**config.mk**
```make
export PLATFORM = sky130hd
export DESIGN_NAME = imm_encoder
export DESIGN_NICKNAME = d
export VERILOG_FILES = /design/src/rtl/imm_encoder.sv
export SDC_FILE = /design/constraint.sdc
export NUM_CORES = 1
export LEC_CHECK = 0
export CORE_AREA = 4 4 109 111
export DETAILED_ROUTE_END_ITERATION = 6
export DIE_AREA = 0 0 113 115
export GPL_TIMING_DRIVEN = 0
export PLACE_DENSITY = 0.81
export REMOVE_ABC_BUFFERS = 1
export SLEW_MARGIN = 25
export SYNTH_ARGS = -nofsm -noshare
export SYNTH_HDL_FRONTEND = slang
export SYNTH_SLANG_ARGS = --single-unit
```
**constraint.sdc**
```tcl
create_clock -name clk_i -period 2.4 [get_ports clk_i]
set_clock_uncertainty 0.15 [all_clocks]
set_input_delay 0.6 -clock clk_i [delete_from_list [all_inputs] [get_ports clk_i]]
set_output_delay 0.6 -clock clk_i [all_outputs]
set_load 0.05 [all_outputs]
```
**src/rtl/imm_encoder.sv**
```systemverilog
`timescale 1ns/1ps
// imm_encoder: packs RV32 I-ALU/load/S/B fields and a signed immediate into an instruction word,
// tagged with a sequential address. Optional range/alignment check: IMM_ENC_RANGE_CHECK_EN.
module imm_encoder #(
    parameter int unsigned              ADDR_W    = 32,
    parameter logic [ADDR_W-1:0]        BASE_ADDR = '0
) (
    input  logic              clk_i,
    input  logic              rst_i,
    input  logic              clear_i,
    input  logic              in_valid_i,
    output logic              in_ready_o,
    input  logic [1:0]        fmt_i,
    input  logic [4:0]        rd_i,
    input  logic [4:0]        rs1_i,
    input  logic [4:0]        rs2_i,
    input  logic [2:0]        funct3_i,
    input  logic [31:0]       imm_i,
    output logic              out_valid_o,
    input  logic              out_ready_i,
    output logic [31:0]       instr_o,
    output logic [ADDR_W-1:0] addr_o,
    output logic              err_o,
    output logic [7:0]        err_cnt_o
);

    // Handshake: a word moves on a rising edge when valid && ready on that side.
    // in_ready_o is high whenever the output register is empty or being drained this cycle.
    logic              accept;
    logic [31:0]       enc_word;
    logic [ADDR_W-1:0] cnt_q, cnt_d;
    logic [ADDR_W-1:0] base_addr;
    logic              out_valid_q, out_valid_d;
    logic [31:0]       instr_q, instr_d;
    logic [ADDR_W-1:0] addr_q, addr_d;

    assign in_ready_o = !out_valid_q || out_ready_i;
    assign accept     = in_valid_i && in_ready_o;

    always_comb begin
        enc_word = '0;
        case (fmt_i)
            2'b00: enc_word = {imm_i[11:0], rs1_i, funct3_i, rd_i, 7'b0010011};
            2'b01: enc_word = {imm_i[11:0], rs1_i, funct3_i, rd_i, 7'b0000011};
            2'b10: enc_word = {imm_i[11:5], rs2_i, rs1_i, funct3_i, imm_i[4:0], 7'b0100011};
            2'b11: enc_word = {imm_i[12], imm_i[10:5], rs2_i, rs1_i, funct3_i,
                               imm_i[4:1], imm_i[11], 7'b1100011};
            default: enc_word = '0;
        endcase
    end

    // A clear in the accept cycle hands BASE_ADDR to the word being accepted.
    always_comb begin
        base_addr   = clear_i ? BASE_ADDR : cnt_q;
        cnt_d       = base_addr;
        out_valid_d = out_valid_q;
        instr_d     = instr_q;
        addr_d      = addr_q;
        if (accept) begin
            out_valid_d = 1'b1;
            instr_d     = enc_word;
            addr_d      = base_addr;
            cnt_d       = base_addr + ADDR_W'(4);
        end else if (out_ready_i) begin
            out_valid_d = 1'b0;
        end
    end

    always_ff @(posedge clk_i or negedge rst_i) begin
        if (!rst_i) begin
            cnt_q       <= BASE_ADDR;
            out_valid_q <= 1'b0;
            instr_q     <= '0;
            addr_q      <= '0;
        end else begin
            cnt_q       <= cnt_d;
            out_valid_q <= out_valid_d;
            instr_q     <= instr_d;
            addr_q      <= addr_d;
        end
    end

    assign out_valid_o = out_valid_q;
    assign instr_o     = instr_q;
    assign addr_o      = addr_q;

`ifdef IMM_ENC_RANGE_CHECK_EN
    logic signed [31:0] imm_s;
    logic               rng_err;
    logic               err_q, err_d;
    logic [7:0]         err_cnt_q, err_cnt_d;

    assign imm_s = imm_i;

    // Branch offsets are byte offsets with an implicit zero LSB, hence the odd check.
    always_comb begin
        rng_err = 1'b0;
        if (fmt_i == 2'b11) begin
            rng_err = (imm_s > 32'sd4094) || (imm_s < -32'sd4096) || imm_i[0];
        end else begin
            rng_err = (imm_s > 32'sd2047) || (imm_s < -32'sd2048);
        end
    end

    always_comb begin
        err_d     = err_q;
        err_cnt_d = err_cnt_q;
        if (accept) begin
            err_d = rng_err;
        end
        if (clear_i) begin
            err_cnt_d = '0;
        end else if (out_valid_q && out_ready_i && err_q && (err_cnt_q != 8'hFF)) begin
            err_cnt_d = err_cnt_q + 8'd1;
        end
    end

    always_ff @(posedge clk_i or negedge rst_i) begin
        if (!rst_i) begin
            err_q     <= 1'b0;
            err_cnt_q <= '0;
        end else begin
            err_q     <= err_d;
            err_cnt_q <= err_cnt_d;
        end
    end

    assign err_o     = err_q;
    assign err_cnt_o = err_cnt_q;
`else
    logic unused_imm_hi;
    assign unused_imm_hi = ^imm_i[31:13];
    assign err_o         = 1'b0;
    assign err_cnt_o     = '0;
`endif

endmodule

```
==> results of run 1 <==
==> cell families after synthesis <==
group	synth area share (%)
compound gates	4.043
xor+xnor	3.897
fa+ha+maj	0.2930
buf+inv	4.073
flops	55.08
mux	8.350
other cells	0.08781
simple gates	24.17
==> layout make-up <==
class / count / area (µm²)
clock buffer: 11 / 141.4
clock inverter: 5 / 58.81
fill: 961 / 5117
inverter: 1 / 3.754
multi-input combinational: 297 / 1824
sequential: 94 / 2352
tap: 140 / 175.2
timing repair buffer: 109 / 1120
==> power by group through the flow <==
stage,registers [mW],logic [mW],clock network (mW)
detailed placement,1.73,0.705,0
floorplan,1.97,0.154,0
global placement,1.72,0.678,0
CTS,1.70,0.709,1.12
finish,1.70,0.704,1.07
global route,1.71,0.749,1.19
==> registers in the layout, summed over array words and instances (netlist names) <==
name	cells
out_valid_o	1
addr_o	32
instr_o	29
cnt_q	32
==> Yosys cell counts, drive strengths merged <==
master / number / share of area, %
a21oi: 1 / 0.12
and2: 3 / 0.44
and2b: 2 / 0.38
and3: 9 / 1.3
and4: 4 / 0.82
and4b: 1 / 0.26
buf: 16 / 2.6
clkbuf: 16 / 1.4
conb: 1 / 0.088
dfrtp: 94 / 55
ha: 1 / 0.29
inv: 1 / 0.088
mux2: 21 / 5.5
mux2i: 12 / 2.8
nand2: 95 / 8.4
nand2b: 17 / 2.5
nand3: 12 / 1.6
nand3b: 1 / 0.26
nand4: 10 / 2.0
nor2: 21 / 1.8
nor2b: 15 / 2.2
nor3: 3 / 0.47
nor4: 2 / 0.29
nor4b: 2 / 1.1
o21ai: 32 / 3.8
o31ai: 1 / 0.18
or2b: 1 / 0.18
or3: 1 / 0.15
xnor2: 9 / 1.8
xor2: 10 / 2.1
==> worst paths after layout <==
| path | cells after the start | slack (ns) | start | to |
|---|---|---|---|---|
| max in group asynchronous | 3 | 0.97 | rst_i | cnt_q[9] |
| worst min register to register | 2 | 0.33 | addr_o[12] | addr_o[12] |
| worst max-delay path | 1 | 0.09 | addr_o[16] | addr_o[16] |
| worst min-delay path | 2 | 0.33 | addr_o[12] | addr_o[12] |
| worst max register to register | 7 | 0.12 | cnt_q[2] | cnt_q[28] |
| min in group asynchronous | 2 | 0.52 | rst_i | out_valid_o |
==> repair_timing <==
item | 4_1_cts | 5_1_grt
buffers inserted | 0 | 4
pin swaps | 1 | 3
hold endpoints to repair | 33 | 0
gates resized for setup | 8 | 5
hold buffers | 1 | 0
gates cloned | 0 | 0
setup endpoints to repair | 4 | 6
==> through the flow <==
| stage | instances | utilization, % | TNS, ns | worst slack (ns) |
|---|---|---|---|---|
| after floorplan | 392 | - | -26.07 | -0.5124 |
| after global placement | 633 | 49.33 | -360.74 | -2.807 |
| after detailed placement | 636 | 50.07 | -10.21 | -0.5715 |
| after CTS | 653 | 52.08 | 0 | 0.02309 |
| after global routing | 657 | 52.59 | 0 | 0.01907 |
| final | 657 | 52.59 | 0 | 0.08534 |
==> worst min-delay path, cell delays in order, from the launching register on <==
cell     delay (ns)
dfrtp_1        0.35
nand2_1        0.04
o21ai_0        0.06
==> cells in the final DEF (no fill, tap or decap), types with 4 or more instances in the layout <==
master,synthesis,layout
clkbuf_8,0,10
and4_1,4,4
nand2_1,95,94
xor2_1,10,10
mux2_2,17,17
nand4_1,8,8
buf_4,12,5
nand2b_1,17,15
and3_1,9,9
mux2_1,4,4
dfrtp_1,94,94
conb_1,1,11
nor2b_1,15,14
nand3_1,10,10
o21ai_0,32,32
nor2_1,21,21
xnor2_1,9,9
mux2i_1,12,12
clkdlybuf4s50_1,0,98
==> per-layer routing <==
layer	global-route usage, %	vias to the layer above	wire [µm]
li1	-	1558	-
met4	5.849	0	209
met3	4.737	16	625
met5	0	-	0
met1	18.64	1511	4039
met2	24.49	101	4472
==> flow_summary.json, run 1 <==
{
  "status": "completed",
  "grt_pass1_vias": 3238,
  "fin_nets": 570,
  "post-route-period-util_pct": 96.44,
  "avgSynthCellArea_um2": 10.31,
  "final-setup-viol-count": 0,
  "yosys_warnings": 0,
  "via_per_inst": 4.849,
  "finalWirelength_um": 9347,
  "synthDistinctLibCells": 37,
  "relSlewSlack_pct": 52.68,
  "internal_power_mw": 2.405,
  "worst_slew_pin_slew_ns": 0.7076,
  "crit_slowest_cell": "clkdlybuf4s50_1",
  "core_um2": 10790,
  "die_area_um2": 13000,
  "cp_top_family": "buffers and inverters",
  "critPathMaxStageDelay_ns": 0.82,
  "hold_ws_ns": 0.3310,
  "wire_per_inst_um": 14.23,
  "clock-sinks": 94,
  "synth_cells": 414,
  "place.gp.congestion": 0.8403,
  "cts_root_buffer": "clkbuf_8",
  "diodes": 0,
  "finalPower_mw": 3.468,
  "fmax_mhz": 432.0,
  "clkPwrFrac_pct": 30.8,
  "p_sw_share_pct": 30.65,
  "syn_to_final_growth_pct": 32.90,
  "firstDrtPassIters": 4,
  "grt.overflow.total": 0,
  "pwr-share-comb_pct": 20.3,
  "dp_hpwl_um": 6615,
  "crit_path_start_kind": "register",
  "grt_max_degree": 76,
  "via_count": 3186,
  "clock_path_buffers": 2,
  "timing.final.crit_period_ns": 2.315,
  "p_per_area_nw_per_um2": 611.0,
  "initial_core_util_pct": 39.57,
  "path_max_fanout": 2,
  "drive_gt1_share_pct": 11.22,
  "row_count": 38,
  "die_w_um": 113,
  "drc": 0,
  "p_seq_share_pct": 48.9,
  "pin_count": 132,
  "grt.total_usage_pct": 14.98,
  "portBuffers": 101,
  "p_leak_nw": 2.634,
  "clk_latency_ns": 0.36,
  "end_kind": "output port",
  "synth-seq-cells": 94,
  "max-cap-violations": 0,
  "cts_tree": "yes",
  "finalHoldViolations": 0,
  "hp-class": "register to register",
  "grt_first_pass_wirelength_um": 15640,
  "max-vdd-ir-drop_mv": 0.3032,
  "die_h_um": 115,
  "crit_chain": "clkdlybuf4s50_1",
  "numCtsBuffers": 9,
  "cts_max_level": 3,
  "worstSetupPathType": "register to output port",
  "drtAntennaViolNets": 0,
  "switchingPower_mw": 1.063,
  "cts.reportedPaths.clkPinSlew_ns": 0.09,
  "design_area_um2": 5675,
  "syn_area_um2": 4270,
  "drtIter0Drc": 144,
  "antenna_found_initial": 0,
  "rsz0062_at_grt": "no",
  "ys_seq_area_share_pct": 55.08,
  "slew_viol_final": 0,
  "cp.required_ns": 1.65,
  "dpl_cell_area_um2": 5404,
  "arrival_ns": 1.56,
  "cp_num_buf_inv": 1
}
(Power assumes the default switching activity.)
==> run 2, diff against run 1 <==
CORE_AREA = 4 4 101 103   (was 4 4 109 111)
DIE_AREA = 0 0 105 107   (was 0 0 113 115)
PLACE_DENSITY = 0.91   (was 0.81)
==> run 2 against run 1 <==
  * Sequential share of layout area is essentially flat
  * Clock-buffer cell count grew 1
  * Utilization grew 9.1 points
  * Clock power grew 5%
  * Largest cell class unchanged
  * Highest routed layer unchanged
  * Non-clock buffer count shrank 1
  * First-iteration DRC count grew 6.3%
  * Power grew 1.7%
  * Via count grew 0.31%
==> flow_summary.json, run 2 (same netlist as run 1, synthesis figures left out) <==
{
  "finalWirelength_um": 9439,
  "core_um2": 9196,
  "drc": 0,
  "max-cap-violations": 0,
  "seq_area_um2": 2352,
  "firstDrtPassIters": 4,
  "fin_nets": 569,
  "hold_ws_ns": 0.3304,
  "path_max_fanout": 7,
  "crit_slowest_cell": "clkdlybuf4s50_1",
  "cts_root_buffer": "clkbuf_8",
  "cts_max_level": 3,
  "via_per_inst": 5.097,
  "drtIter0Drc": 153,
  "initial_core_util_pct": 46.44,
  "grt_pass1_vias": 3347,
  "arrival_ns": 1.60,
  "cp_top_family": "buffers and inverters",
  "die_w_um": 105,
  "mostFrequentLayoutCell": "clkdlybuf4s50_1",
  "die_area_um2": 11240,
  "numCtsBuffers": 9,
  "diodes": 0,
  "cts_tree": "yes",
  "setup_slack_ns": 0.05327,
  "final_cell_mix": "clkdlybuf4s50_1 (98), nand2_1 (94), dfrtp_1 (94), o21ai_0 (32), nor2_1 (21)",
  "fmax_mhz": 426.1,
  "grt.total_usage_pct": 17.50,
  "crit_path_start_kind": "input port",
  "cp.required_ns": 1.65,
  "antenna_found_initial": 0,
  "placed_cells": 607,
  "worstSetupPathType": "input port to output port",
  "via_count": 3196,
  "post-route-period-util_pct": 97.78,
  "worst_slew_pin_slew_ns": 0.7009,
  "multi_input_area_um2": 1827,
  "clock_path_buffers": 2,
  "finalPower_mw": 3.526,
  "place.gp.congestion": 0.8151,
  "rsz0062_at_grt": "no",
  "grt_first_pass_wirelength_um": 15900,
  "hp-class": "register to register",
  "drtAntennaViolNets": 0,
  "crit_chain": "clkdlybuf4s50_1, nand2b_2, buf_2",
  "cp_num_buf_inv": 2,
  "pin_count": 132,
  "timing.final.crit_period_ns": 2.347,
  "pre_cts_ws_ns": -0.6501,
  "die_h_um": 107,
  "clock-sinks": 94,
  "cts.reportedPaths.clkPinSlew_ns": 0.08,
  "row_count": 35,
  "status": "completed",
  "layout.cells.non_filler": 627,
  "max-vdd-ir-drop_mv": 0.3632,
  "end_kind": "output port",
  "relSlewSlack_pct": 53.13,
  "syn_to_final_growth_pct": 32.76,
  "clk_latency_ns": 0.37,
  "grt_max_degree": 76,
  "finalHoldViolations": 0,
  "p_per_area_nw_per_um2": 622.0,
  "fillers": 734,
  "dp_hpwl_um": 6506,
  "critPathMaxStageDelay_ns": 0.45,
  "slew_viol_final": 0,
  "portBuffers": 101,
  "p_leak_nw": 2.634,
  "utilization_pct": 61.65,
  "drive_gt1_share_pct": 11.63,
  "final-setup-viol-count": 0,
  "wire_per_inst_um": 15.05,
  "grt.overflow.total": 0
}
run 2: cell types whose count changed in the layout (fill, tap and decap cells not counted):
cell / previous run / this run
clkbuf_8: 10 / 12
buf_12: 1 / 0
clkbuf_1: 1 / 0
bufbuf_16: 0 / 1
clkinv_2: 1 / 0
buf_4: 5 / 3
nor3_2: 0 / 1
nor3_4: 1 / 0
mux2_4: 0 / 1
and3_1: 9 / 8
and3_4: 0 / 1
mux2_1: 4 / 3
buf_6: 1 / 2
run 2: tightest hold or removal path, stage by stage, from the launching register on:
cell and delay, ns:
dfrtp_1 0.35, nand2_1 0.05, o21ai_0 0.06
run 2: timing repair:
item,4_1_cts,5_1_grt
hold buffers,1,0
cloned,1,0
buffers inserted,1,2
gates resized for setup,11,4
hold endpoints to repair,23,0
pin swaps,3,3
endpoints found under the setup margin,5,5
run 2: area by class of cell:
cell class	instances	area share, %
clock inverter	4	0.9490
sequential	94	41.49
clock buffer	12	2.913
tap	111	2.450
timing repair buffer	108	19.91
inverter	1	0.06621
multi-input combinational	297	32.22
run 2: per-stage QoR:
step	TNS [ns]	area, µm²
3_5_place_dp	-12.42	5368
3_3_place_gp	-349.96	5288
2_1_floorplan	-26.07	4138
4_1_cts	0	5654
5_1_grt	0	5669
6_report	0	5669
run 2: power breakdown:
| part | internal [mW] | total, mW | switching [mW] | leakage (nW) |
|---|---|---|---|---|
| Combinational | 0.242 | 0.709 | 0.466 | 1.27 |
| Clock | 0.569 | 1.12 | 0.553 | 0.105 |
| Sequential | 1.66 | 1.70 | 0.0413 | 1.26 |
| Total | 2.47 | 3.53 | 1.06 | 2.63 |
run 2: worst paths after layout:
path	cells past startpoint	from	to	slack [ns]
setup / recovery	3	out_ready_i	in_ready_o	0.05
hold / removal	2	addr_o[17]	addr_o[17]	0.33
setup reg to reg	7	cnt_q[2]	cnt_q[28]	0.17
hold reg to reg	2	addr_o[17]	addr_o[17]	0.33
max in group asynchronous	3	rst_i	addr_o[1]	0.97
min in group asynchronous	2	rst_i	instr_o[6]	0.53
run 2: metal layers:
layer | share of wire [%] | routed length, µm | global-route usage [%] | vias to the layer above
met2 | 48 | 4572 | 29.70 | 108
met1 | 43 | 4040 | 20.91 | 1522
met4 | 2.4 | 222 | 8.341 | 0
met5 | 0 | 0 | 0 | -
met3 | 6.4 | 603 | 4.335 | 18
li1 | - | - | - | 1548
==> run 3, diff against run 2 <==
ABC_CLOCK_PERIOD_IN_PS = 2400   (was default)
==> results of run 3 <==
Final layout, timing and power as in run 2 (identical DEF).
